==> src/rtl/i2c_write_sequencer.sv <==
// Single-master I2C write controller: START, address+W, ACK, data byte, ACK, STOP on open-drain enables.
// Watches the bus while idle so it never starts under another master, and honours slave clock stretching.
module i2c_write_sequencer #(
    parameter int CLK_DIV = 4
) (
    input  logic       clk_i,
    input  logic       rst_ni,
    input  logic       req_i,
    input  logic [6:0] addr_i,
    input  logic [7:0] data_i,
    input  logic       sda_in_i,
    input  logic       scl_in_i,
    output logic       sda_oe_o,
    output logic       scl_oe_o,
    output logic       busy_o,
    output logic       done_o,
    output logic       nack_o,
    output logic       bus_busy_o
);
    localparam int DW = (CLK_DIV > 2) ? $clog2(CLK_DIV) : 2;
    localparam logic [DW-1:0] DIV_LAST = DW'(CLK_DIV - 1);

    typedef enum logic [2:0] {
        S_IDLE  = 3'd0,
        S_START = 3'd1,
        S_SHIFT = 3'd2,
        S_ACK   = 3'd3,
        S_STOP  = 3'd4,
        S_DONE  = 3'd5
    } state_e;

    state_e        state_q, state_d;
    logic [DW-1:0] div_q, div_d, div_adv_s;
    logic [1:0]    phase_q, phase_d, phase_adv_s;
    logic [2:0]    idx_q, idx_d;
    logic [7:0]    shift_q, shift_d, data_q, data_d;
    logic          byte_q, byte_d, nack_q, nack_d, busy_q, busy_d, done_q, done_d;
    logic          bus_busy_q, bus_busy_d, sda_oe_q, sda_oe_d, scl_oe_q, scl_oe_d;
    logic [1:0]    sda_sync_q, scl_sync_q;
    logic          sda_prev_q;
    logic          sda_s, scl_s, last_clk_s, stretch_s, tick_s, bit_end_s;

    assign sda_s      = sda_sync_q[1];
    assign scl_s      = scl_sync_q[1];
    assign last_clk_s = (div_q == DIV_LAST);
    // The last clock of q1 repeats until the slave lets SCL rise.
    assign stretch_s  = ((state_q == S_SHIFT) || (state_q == S_ACK) || (state_q == S_STOP)) &&
                        (phase_q == 2'd1) && last_clk_s && !scl_s;
    assign tick_s     = last_clk_s && !stretch_s;
    assign bit_end_s  = tick_s && (phase_q == 2'd3);

    // Quarter-bit divider and phase advance, shared by all active states.
    always_comb begin
        if (tick_s) begin
            div_adv_s   = {DW{1'b0}};
            phase_adv_s = phase_q + 2'd1;
        end else if (stretch_s) begin
            div_adv_s   = div_q;
            phase_adv_s = phase_q;
        end else begin
            div_adv_s   = div_q + DW'(1);
            phase_adv_s = phase_q;
        end
    end

    // Next-state, datapath and line-enable decode.
    always_comb begin
        state_d    = state_q;
        div_d      = div_adv_s;
        phase_d    = phase_adv_s;
        idx_d      = idx_q;
        shift_d    = shift_q;
        data_d     = data_q;
        byte_d     = byte_q;
        nack_d     = nack_q;
        busy_d     = busy_q;
        done_d     = 1'b0;
        bus_busy_d = 1'b0;
        sda_oe_d   = 1'b0;
        scl_oe_d   = 1'b0;
        case (state_q)
            S_IDLE: begin
                div_d   = {DW{1'b0}};
                phase_d = 2'd0;
                if (!sda_s && sda_prev_q && scl_s) begin
                    bus_busy_d = 1'b1;
                end else if (sda_s && !sda_prev_q && scl_s) begin
                    bus_busy_d = 1'b0;
                end else begin
                    bus_busy_d = bus_busy_q;
                end
                // Accept uses the registered bus_busy, so a same-clock START never races it.
                if (req_i && !bus_busy_q) begin
                    shift_d    = {addr_i, 1'b0};
                    data_d     = data_i;
                    nack_d     = 1'b0;
                    byte_d     = 1'b0;
                    idx_d      = 3'd7;
                    busy_d     = 1'b1;
                    bus_busy_d = 1'b0;
                    state_d    = S_START;
                end else begin
                    state_d = S_IDLE;
                end
            end
            S_START: begin
                sda_oe_d = 1'b1;
                scl_oe_d = phase_q[1];
                if (bit_end_s) begin
                    idx_d   = 3'd7;
                    state_d = S_SHIFT;
                end else begin
                    state_d = S_START;
                end
            end
            S_SHIFT: begin
                sda_oe_d = ~shift_q[idx_q];
                scl_oe_d = (phase_q == 2'd0) || (phase_q == 2'd3);
                if (bit_end_s && (idx_q == 3'd0)) begin
                    state_d = S_ACK;
                end else if (bit_end_s) begin
                    idx_d = idx_q - 3'd1;
                end else begin
                    state_d = S_SHIFT;
                end
            end
            S_ACK: begin
                scl_oe_d = (phase_q == 2'd0) || (phase_q == 2'd3);
                if ((phase_q == 2'd2) && last_clk_s) begin
                    nack_d = sda_s;
                end else begin
                    nack_d = nack_q;
                end
                if (bit_end_s && !nack_q && !byte_q) begin
                    shift_d = data_q;
                    byte_d  = 1'b1;
                    idx_d   = 3'd7;
                    state_d = S_SHIFT;
                end else if (bit_end_s) begin
                    state_d = S_STOP;
                end else begin
                    state_d = S_ACK;
                end
            end
            S_STOP: begin
                sda_oe_d = ~phase_q[1];
                scl_oe_d = (phase_q == 2'd0);
                if (bit_end_s) begin
                    state_d = S_DONE;
                end else begin
                    state_d = S_STOP;
                end
            end
            S_DONE: begin
                div_d   = {DW{1'b0}};
                phase_d = 2'd0;
                done_d  = 1'b1;
                busy_d  = 1'b0;
                state_d = S_IDLE;
            end
            default: begin
                div_d   = {DW{1'b0}};
                phase_d = 2'd0;
                busy_d  = 1'b0;
                state_d = S_IDLE;
            end
        endcase
    end

    // State, datapath and registered outputs; reset releases both lines at once.
    always_ff @(posedge clk_i or negedge rst_ni) begin
        if (!rst_ni) begin
            state_q    <= S_IDLE;
            div_q      <= {DW{1'b0}};
            phase_q    <= 2'd0;
            idx_q      <= 3'd0;
            shift_q    <= 8'd0;
            data_q     <= 8'd0;
            byte_q     <= 1'b0;
            nack_q     <= 1'b0;
            busy_q     <= 1'b0;
            done_q     <= 1'b0;
            bus_busy_q <= 1'b0;
            sda_oe_q   <= 1'b0;
            scl_oe_q   <= 1'b0;
            sda_sync_q <= 2'b11;
            scl_sync_q <= 2'b11;
            sda_prev_q <= 1'b1;
        end else begin
            state_q    <= state_d;
            div_q      <= div_d;
            phase_q    <= phase_d;
            idx_q      <= idx_d;
            shift_q    <= shift_d;
            data_q     <= data_d;
            byte_q     <= byte_d;
            nack_q     <= nack_d;
            busy_q     <= busy_d;
            done_q     <= done_d;
            bus_busy_q <= bus_busy_d;
            sda_oe_q   <= sda_oe_d;
            scl_oe_q   <= scl_oe_d;
            sda_sync_q <= {sda_sync_q[0], sda_in_i};
            scl_sync_q <= {scl_sync_q[0], scl_in_i};
            sda_prev_q <= sda_s;
        end
    end

    assign sda_oe_o   = sda_oe_q;
    assign scl_oe_o   = scl_oe_q;
    assign busy_o     = busy_q;
    assign done_o     = done_q;
    assign nack_o     = nack_q;
    assign bus_busy_o = bus_busy_q;

endmodule

==> config.mk <==
export PLATFORM = sky130hd
export DESIGN_NAME = i2c_write_sequencer
export DESIGN_NICKNAME = d
export VERILOG_FILES = /design/src/rtl/i2c_write_sequencer.sv
export SDC_FILE = /design/constraint.sdc
export NUM_CORES = 1
export LEC_CHECK = 0
export BUFFER_PORTS_ARGS = -buffer_cell sky130_fd_sc_hd__buf_4
export CAP_MARGIN = 20
export CORE_UTILIZATION = 48
export CTS_CLUSTER_DIAMETER = 150
export DETAILED_ROUTE_END_ITERATION = 8
export MAX_ROUTING_LAYER = met4
export PLACE_DENSITY_LB_ADDON = 0.15
export SLEW_MARGIN = 20
export SYNTH_ARGS = -nofsm -noshare
export SYNTH_HDL_FRONTEND = slang
export SYNTH_SLANG_ARGS = --single-unit
==> constraint.sdc <==
create_clock -name clk_i -period 1.7 [get_ports clk_i]
set_input_delay 0.34 -clock clk_i [delete_from_list [all_inputs] [get_ports clk_i]]
set_output_delay 0.34 -clock clk_i [all_outputs]
set_load 0.01 [all_outputs]
==> impl_metrics.csv, run 1 <==
group,metric,value,unit
final_layout,final_net_count,259,
logic_synthesis,synth_top_family_by_area,"simple AND/OR/NAND/NOR gates",
timing,whs,0.00536,ns
logic_synthesis,synth_mux_area_share,12.0,%
setup_path,max_stage_delay,0.42,ns
timing,tns,-0.0836,ns
timing,min_period,1.72,ns
cts,cts_tree,"done",
hold_path,hold_class,"in -> async",
floorplan,ioPinCount,26,
setup_path,crit_path_max_fanout,7,
logic_synthesis,postSynthCellCount,185,
setup_path,crit_required,1.87,ns
global_routing,antenna_found_initial,0,
logic_synthesis,async_reset_ff_share,100,%
timing,report.final.hold_viol_count,0,
global_routing,track_usage,23.7,%
cts,hold_buffers,0,
setup_path,worstReg2RegEnd,"shift_q[6]",
timing,finalSetupViolCount,5,
power_and_ir_drop,p_per_area,1170,nW/µm²
cts,clkTransAtPathRegs,0.08,ns
logic_synthesis,syn_avg_cell_area,10.5,µm²
final_layout,drive_above_1_share,38.2,%
logic_synthesis,ys_warn_count,0,
final_layout,syn_to_final_growth,30.0,%
routing,final_antenna_net_count,0,
global_routing,grt_overflow_total,0,
logic_synthesis,yosysSeqAreaShare,49.1,%
global_routing,grt.busiest_layer,"met2",
logic_synthesis,synth_compound_area_share,11.5,%
power_and_ir_drop,total_leakage_power,1.20,nW
logic_synthesis,syn_area,1950,µm²
logic_synthesis,ys.flop_type,"dfrtp_1",
global_routing,grtUsageMet2,38.6,%
cts,worstSkewPairLatency,0.29,ns
setup_path,timing_worst_setup_path_type,"reg -> reg",
logic_synthesis,synth.distinct_cells,44,
timing,worstMarginPinSlew,0.480,ns
flow_run,cap_viol_max_count,0,
routing,wl,4570,µm
global_routing,use_met3,4.51,%
timing,post-route-period-util,101,%
cts,cts_buffers,5,
routing,drt-initial-drc-count,104,
timing,rsz0062_at_grt,"true",
cts,cts_buffer_depth,2,
floorplan,rows,22,
cts,clock-sinks,38,
cts,cts_root_buf,"clkbuf_8",
setup_path,crit_path_cell_trace,"ha_2 > and4bb_1 > nand4_1 > nand2_4 > mux2_2",
global_routing,grt_start_max_net_pins,39,
logic_synthesis,ys_ff_latch,38,
global_routing,grt_pass1_vias,1552,
floorplan,core,3770,µm²
run_status,status,"finished with violations",
floorplan,die_height,65.7,µm
logic_synthesis,synth_edf_count,0,
setup_path,rrSetupSlack,-0.02,ns
cts,htree_levels,2,
place,port_buffers,25,
routing,dr.pass1.iters,4,
global_routing,use_met1,29.0,%
timing,setup_ws,-0.0227,ns
setup_path,critPathCaptureType,"register",
setup_path,cp_slowest_cell,"dfrtp_1",
power_and_ir_drop,peakVddDrop,673,µV
setup_path,crit_path_start_kind,"register",
logic_synthesis,synth_fp_nets,212,
timing,slew_headroom,68.0,%
routing,routed_via_density,5.58,
routing,avgRoutedWirePerCell,16.3,µm
timing,maxSlewViolCount,0,
global_routing,grt_pass1_wl,7360,µm
setup_path,r2r-start,"phase_q[1]",
floorplan,die_w,65.7,µm
logic_synthesis,synth-adder-area-share,4.49,%
run_status,violations,"negative setup slack",
place,hpwl,3170,µm
timing,skew,0.00483,ns
timing,max_freq,0.580,GHz
setup_path,reg2reg_depth,5,
final_layout,diodes,0,
logic_synthesis,synth_xor_area_share,0.449,%
floorplan,die_area,4320,µm²
routing,drc,0,
logic_synthesis,synth-simple-area-share,18.4,%
setup_path,arrival,1.89,ns
floorplan,initial_core_util,51.7,%
routing,vias,1568,
place,place_congestion,0.912,
[worst max-delay path: cells and delay by family, from the launching register on]
kind	cells	cell delay, ns
adders and majority gates	1	0.20
muxes	1	0.35
and+or+nand+nor	3	0.63
DFF	1	0.42
[what timing repair did]
| item | 4_1_cts | 5_1_grt |
|---|---|---|
| resized for setup | 4 | 10 |
| endpoints found under the hold margin | 0 | 0 |
| pin swaps | 1 | 4 |
| buffers inserted | 0 | 3 |
| endpoints found under the setup margin | 9 | 10 |
[placed cells by master (no fill, tap or decap), drive strengths merged, types with 2 or more instances in the layout]
master | netlist | layout
dfstp | 5 | 5
o22ai | 3 | 3
bufinv | 0 | 2
nand2b | 5 | 5
nand3 | 5 | 5
dfrtp | 33 | 33
a21oi | 5 | 5
nand3b | 2 | 2
clkbuf | 1 | 6
and2 | 2 | 2
nor3 | 2 | 2
o21ai | 12 | 12
a21boi | 3 | 3
mux2 | 15 | 15
mux2i | 2 | 2
mux4 | 2 | 2
nand2 | 32 | 32
nor2 | 13 | 13
nand4 | 2 | 2
inv | 10 | 10
ha | 7 | 7
buf | 5 | 46
[cell type report]
| cell class | count | area (µm²) |
|---|---|---|
| fillers | 283 | 1240 |
| multi-input cells | 131 | 966 |
| flip-flops and latches | 38 | 958 |
| repair buffers | 46 | 370 |
| clock buffers | 6 | 82.6 |
| clock inverters | 2 | 60.1 |
| well taps | 48 | 60.1 |
| inverters | 10 | 37.5 |
[stage by stage]
step                      worst slack [ns]  cell area (µm²)  std cells  total power, mW  util (%)
after floorplan                     0.0198             1950        185             1.56         -
after global placement              0.0133             2320        270             1.84      61.4
after detailed placement           -0.0320             2320        270             1.87      61.4
after CTS                          0.00157             2470        278             2.85      65.6
after global routing               -0.0766             2530        281             3.11      67.2
final                              -0.0227             2530        281             2.96      67.2
[per-layer routing]
layer  vias up  wire length, µm
met2        49             2300
met4         0              144
met1       768             1950
li1        735                -
met5         -                0
met3        16              175
[worst max path at each step]
stage / end / startpoint / slack (ns) / cells past startpoint
after global routing: shift_q[1] / phase_q[1] / -0.08 / 5
after global placement: idx_q[0] / div_q[0] / 0.01 / 5
after CTS: shift_q[4] / phase_q[1] / 0.002 / 5
after detailed placement: shift_q[4] / phase_q[1] / -0.03 / 6
after floorplan: idx_q[0] / div_q[0] / 0.02 / 5
final: shift_q[6] / phase_q[1] / -0.02 / 5
[synth_stat cells (all sizes together) (2+ instances only)]
| library cell | count | share of area (%) |
|---|---|---|
| and2 | 2 | 0.64 |
| mux4 | 2 | 2.3 |
| a21boi | 3 | 1.2 |
| o22ai | 3 | 0.96 |
| nand3b | 2 | 0.77 |
| a21oi | 5 | 1.3 |
| o21ai | 12 | 3.1 |
| nand2b | 5 | 1.6 |
| buf | 5 | 1.9 |
| mux2 | 15 | 8.7 |
| nand3 | 5 | 1.3 |
| dfrtp | 33 | 42 |
| ha | 7 | 4.5 |
| nand2 | 32 | 6.7 |
| nand4 | 2 | 0.64 |
| mux2i | 2 | 1.0 |
| inv | 10 | 1.9 |
| nor2 | 13 | 2.5 |
| nor3 | 2 | 0.51 |
| dfstp | 5 | 6.7 |
[power by group]
part	internal (mW)	switching, mW	total, mW
clock network	0.626	0.322	0.948
logic	0.454	0.437	0.891
registers	1.03	0.0918	1.12
total	2.10	0.851	2.96
[flip-flops by register name, summed over array words and instances, names as in the netlist, 2 cells and up]
| register | count |
|---|---|
| data_q | 8 |
| shift_q | 8 |
| idx_q | 3 |
| state_q | 3 |
| div_q | 2 |
| phase_q | 2 |
| scl_sync_q | 2 |
| sda_sync_q | 2 |
[kinds of logic after synthesis]
| family | Yosys count |
|---|---|
| muxes | 19 |
| and+or+nand+nor | 71 |
| DFF | 38 |
| adders and majority gates | 7 |
| xor gates and xnor gates | 1 |
| buffers and inverters | 16 |
| AOI/OAI and AO/OA | 33 |
Power figures use the tool's default switching activity.
==> inputs of run 2 (changes only) <==
==> constraint.sdc (replaced) <==
create_clock -name clk_i -period 2.1 [get_ports clk_i]
set_input_delay 0.42 -clock clk_i [delete_from_list [all_inputs] [get_ports clk_i]]
set_output_delay 0.42 -clock clk_i [all_outputs]
set_load 0.01 [all_outputs]
==> impl_metrics.csv, run 2 (synthesized netlist as in run 1, its figures left out) <==
group,metric,value,unit
timing,worstMarginPinSlew,0.476,ns
cts,cts_tree,"done",
global_routing,antenna_found_initial,0,
timing,slew_headroom,68.3,%
floorplan,ioPinCount,26,
setup_path,arrival,2.07,ns
cts,cts_root_buf,"clkbuf_8",
cts,worstSkewPairLatency,0.29,ns
place,port_buffers,25,
global_routing,grt_pass1_wl,6710,µm
final_layout,final_net_count,243,
timing,maxSlewViolCount,0,
timing,min_period,1.89,ns
global_routing,track_usage,21.8,%
global_routing,grt_pass1_vias,1497,
hold_path,hold_class,"in -> async",
global_routing,grt_start_max_net_pins,39,
timing,whs,0.0685,ns
timing,rsz0062_at_grt,"false",
power_and_ir_drop,peakVddDrop,478,µV
floorplan,rows,22,
timing,post-route-period-util,90.2,%
floorplan,die_w,65.7,µm
setup_path,worstReg2RegEnd,"shift_q[3]",
floorplan,die_height,65.7,µm
routing,vias,1468,
final_layout,final_common_cell,"dfrtp_1",
timing,tns,0,ns
setup_path,critPathCaptureType,"register",
flow_run,cap_viol_max_count,0,
routing,final_antenna_net_count,0,
routing,drc,0,
cts,cts_buffer_depth,2,
setup_path,timing_worst_setup_path_type,"reg -> reg",
power_and_ir_drop,report.power.total,1.94,mW
setup_path,crit_path_cell_trace,"inv_1 > ha_1 > nand2b_1 > nand4_1 > nand2_2 > mux2_2",
timing,max_freq,0.528,GHz
setup_path,crit_path_start_kind,"register",
final_layout,syn_to_final_growth,17.4,%
final_layout,reg_top3,"data_q x8, shift_q x8",
setup_path,rrSetupSlack,0.21,ns
cts,cts_resized,0,
final_layout,final_cell_mix,"dfrtp_1 (33), nand2_1 (30), buf_4 (30)",
place,dp_cells,257,
floorplan,core,3770,µm²
cts,clock-sinks,38,
cts,htree_levels,2,
setup_path,crit_required,2.28,ns
setup_path,r2r-start,"phase_q[1]",
cts,post-cts-setup-buffers,0,
timing,finalSetupViolCount,0,
floorplan,die_area,4320,µm²
place,postPlaceCellArea,2190,µm²
place,hpwl,2870,µm
cts,cts_buffers,5,
power_and_ir_drop,p_per_area,849,nW/µm²
timing,skew,0.00265,ns
routing,drt-initial-drc-count,110,
place,dp_slack,0.243,ns
floorplan,initial_core_util,51.7,%
routing,routed_via_density,5.54,
setup_path,max_stage_delay,0.43,ns
setup_path,reg2reg_depth,6,
routing,dr.pass1.iters,4,
final_layout,diodes,0,
final_layout,instances_no_fill,265,
timing,setup_ws,0.206,ns
setup_path,cp_slowest_cell,"dfrtp_1",
place,place_congestion,0.897,
cts,hold_buffers,0,
routing,wl,3960,µm
setup_path,crit_path_max_fanout,7,
final_layout,fin_area,2290,µm²
run_status,status,"finished clean",
timing,report.final.hold_viol_count,0,
cts,clkTransAtPathRegs,0.08,ns
routing,avgRoutedWirePerCell,14.9,µm
final_layout,drive_above_1_share,30.0,%
final_layout,utilization,60.7,%
global_routing,grt_overflow_total,0,
power_and_ir_drop,total_leakage_power,1.09,nW
[run 2: cell count changes in the layout (fill, tap and decap cells not counted), moves of 2 or more]
| cell | previous run | this run |
|---|---|---|
| bufinv_16 | 2 | 0 |
| mux2_2 | 13 | 15 |
| buf_4 | 44 | 30 |
| ha_2 | 2 | 0 |
| mux2_4 | 2 | 0 |
| ha_1 | 4 | 7 |
| buf_12 | 2 | 0 |
[run 2: worst max path at each step]
| stage | start | endpoint | slack [ns] | cells past startpoint |
|---|---|---|---|---|
| after floorplan | div_q[0] | idx_q[0] | 0.42 | 5 |
| after global placement | phase_q[1] | shift_q[7] | 0.32 | 6 |
| after detailed placement | phase_q[1] | shift_q[3] | 0.24 | 6 |
| after CTS | phase_q[1] | shift_q[6] | 0.21 | 6 |
| after global routing | phase_q[1] | shift_q[4] | 0.07 | 6 |
| final | phase_q[1] | shift_q[3] | 0.21 | 6 |
[run 2: report_power, final]
group	switching, mW	leakage (nW)	internal (mW)
combinational	0.270	0.581	0.238
sequential	0.0795	0.459	0.829
clock	0.264	0.0472	0.264
[run 2: critical path: cells and delay by family (launching register included)]
kind | cells | cell delay (ns)
and+or+nand+nor | 3 | 0.70
DFF | 1 | 0.43
muxes | 1 | 0.36
adders and majority gates | 1 | 0.20
buffers and inverters | 1 | 0.09
[run 2: final cells by class]
class	count	area, µm²
clock buffer	6	82.6
multi-input combinational	131	915
fill	322	1480
inverter	10	37.5
sequential	38	957
timing repair buffer	30	225
clock inverter	2	12.5
tap	48	60.1
[run 2: routing by layer]
layer / wire, µm / GRT usage, % / vias up
met5: 0 / - / -
met4: 42 / 6.52 / 0
met3: 167 / 5.21 / 5
met2: 2010 / 36.4 / 35
met1: 1740 / 26.0 / 727
li1: - / - / 701
==> inputs of run 3 (changes only) <==
--- a/config.mk
+++ b/config.mk
@@ -10,7 +10,6 @@
 export CORE_UTILIZATION = 48
 export CTS_CLUSTER_DIAMETER = 150
 export DETAILED_ROUTE_END_ITERATION = 8
-export MAX_ROUTING_LAYER = met4
 export PLACE_DENSITY_LB_ADDON = 0.15
 export SLEW_MARGIN = 20
 export SYNTH_ARGS = -nofsm -noshare
==> impl_metrics.csv, run 3 (synthesized netlist as in run 1, its figures left out) <==
group,metric,value,unit
timing,slew_headroom,68.3,%
setup_path,crit_required,2.28,ns
power_and_ir_drop,total_leakage_power,1.08,nW
cts,cts_buffers,5,
timing,max_freq,0.530,GHz
hold_path,hold_class,"in -> async",
floorplan,rows,22,
global_routing,antenna_found_initial,0,
setup_path,crit_path_cell_trace,"inv_1 > ha_1 > nand2b_1 > nand4_1 > nand2_2 > mux2_2",
routing,drt-initial-drc-count,91,
place,dp_cells,257,
global_routing,grt_start_max_net_pins,39,
place,port_buffers,25,
floorplan,core,3770,µm²
floorplan,initial_core_util,51.7,%
floorplan,die_area,4320,µm²
cts,hold_buffers,0,
setup_path,max_stage_delay,0.43,ns
routing,vias,1446,
final_layout,final_cell_mix,"dfrtp_1 (33), nand2_1 (30), buf_4 (30)",
cts,cts_tree,"done",
run_status,status,"finished clean",
global_routing,grt_pass1_wl,6850,µm
timing,rsz0062_at_grt,"false",
timing,report.final.hold_viol_count,0,
cts,clkTransAtPathRegs,0.08,ns
setup_path,rrSetupSlack,0.21,ns
setup_path,critPathTopFamily,"simple AND/OR/NAND/NOR gates",
timing,finalSetupViolCount,0,
cts,cts_resized,0,
floorplan,die_height,65.7,µm
power_and_ir_drop,p_int,1.30,mW
global_routing,track_usage,21.3,%
cts,htree_levels,2,
timing,maxSlewViolCount,0,
power_and_ir_drop,power.switching,0.605,mW
timing,skew,0.00592,ns
power_and_ir_drop,p_sw_share,31.7,%
timing,tns,0,ns
cts,post-cts-setup-buffers,0,
setup_path,crit_path_max_fanout,7,
setup_path,reg2reg_depth,6,
place,place_congestion,0.878,
final_layout,final_net_count,243,
place,hpwl,2920,µm
routing,avgRoutedWirePerCell,14.7,µm
final_layout,final_common_cell,"dfrtp_1",
cts,cts_root_buf,"clkbuf_8",
final_layout,instances_no_fill,265,
floorplan,ioPinCount,26,
setup_path,r2r-start,"phase_q[1]",
timing,worstMarginPinSlew,0.476,ns
power_and_ir_drop,peakVddDrop,647,µV
final_layout,regArea,957,µm²
final_layout,multi_input_area,915,µm²
global_routing,grt_pass1_vias,1534,
final_layout,syn_to_final_growth,16.9,%
setup_path,timing_worst_setup_path_type,"reg -> reg",
power_and_ir_drop,p_per_area,837,nW/µm²
setup_path,cp_slowest_cell,"dfrtp_1",
setup_path,crit_path_start_kind,"register",
setup_path,arrival,2.07,ns
setup_path,worst-path-buf-inv,1,
timing,post-route-period-util,89.9,%
final_layout,reg_top3,"data_q x8, shift_q x8",
setup_path,critPathCaptureType,"register",
cts,worstSkewPairLatency,0.29,ns
floorplan,die_w,65.7,µm
final_layout,nFillCells,331,
cts,cts_buffer_depth,2,
routing,dr.pass1.iters,4,
routing,wl,3890,µm
timing,min_period,1.89,ns
flow_run,cap_viol_max_count,0,
final_layout,drive_above_1_share,29.5,%
final_layout,diodes,0,
routing,final_antenna_net_count,0,
power_and_ir_drop,p_seq_share,47.8,%
routing,drc,0,
cts,clock-sinks,38,
power_and_ir_drop,combPwrFrac,26.5,%
routing,routed_via_density,5.46,
global_routing,grt_overflow_total,0,
setup_path,worstReg2RegEnd,"shift_q[4]",
power_and_ir_drop,pwr-share-clk,25.7,%
## run 3: final cells by class
class,count,area share [%]
clock buffer,6,3.18
clock inverter,2,0.603
inverter,10,1.65
multi-input combinational,131,40.1
sequential,38,42.0
tap,48,2.63
timing repair buffer,30,9.87
## run 3: worst max-delay path by stage
stage	startpoint	to	slack, ns	cells after the start
CTS	phase_q[1]	shift_q[4]	0.19	6
global placement	phase_q[1]	shift_q[7]	0.32	6
detailed placement	phase_q[1]	shift_q[4]	0.20	6
global route	phase_q[1]	shift_q[6]	0.11	6
floorplan	div_q[0]	idx_q[0]	0.42	5
finish	phase_q[1]	shift_q[4]	0.21	6
## run 3: stage by stage
step | cell area [µm²] | utilization, % | power (mW) | hold WS (ns) | setup WS (ns)
floorplan | 1950 | - | 1.26 | 0.124 | 0.420
global placement | 2190 | 58.2 | 1.41 | 0.347 | 0.324
detailed placement | 2190 | 58.2 | 1.43 | 0.350 | 0.202
CTS | 2280 | 60.5 | 1.92 | 0.104 | 0.192
global route | 2280 | 60.5 | 2.04 | 0.117 | 0.110
finish | 2280 | 60.5 | 1.91 | 0.0770 | 0.212
## run 3: worst reg2reg max path, delay by kind of cell, from the launching register on
kind | cells | cell delay (ns)
fa+ha+maj | 1 | 0.20
buf+inv | 1 | 0.09
flops | 1 | 0.43
mux | 1 | 0.36
simple gates | 3 | 0.70
## run 3: power groups by stage
stage | Combinational (mW) | Clock (mW) | Sequential [mW]
after CTS | 0.511 | 0.501 | 0.913
final | 0.506 | 0.490 | 0.913
after floorplan | 0.350 | 0 | 0.911
after detailed placement | 0.505 | 0 | 0.927
after global routing | 0.581 | 0.533 | 0.927
after global placement | 0.489 | 0 | 0.920
## run 3: layer usage
metal	vias to the layer above	GRT usage, %	routed length (µm)
met5	-	0	0
met4	0	7.61	82
met3	8	5.03	113
met2	24	37.1	1950
met1	707	25.2	1750
li1	707	-	-
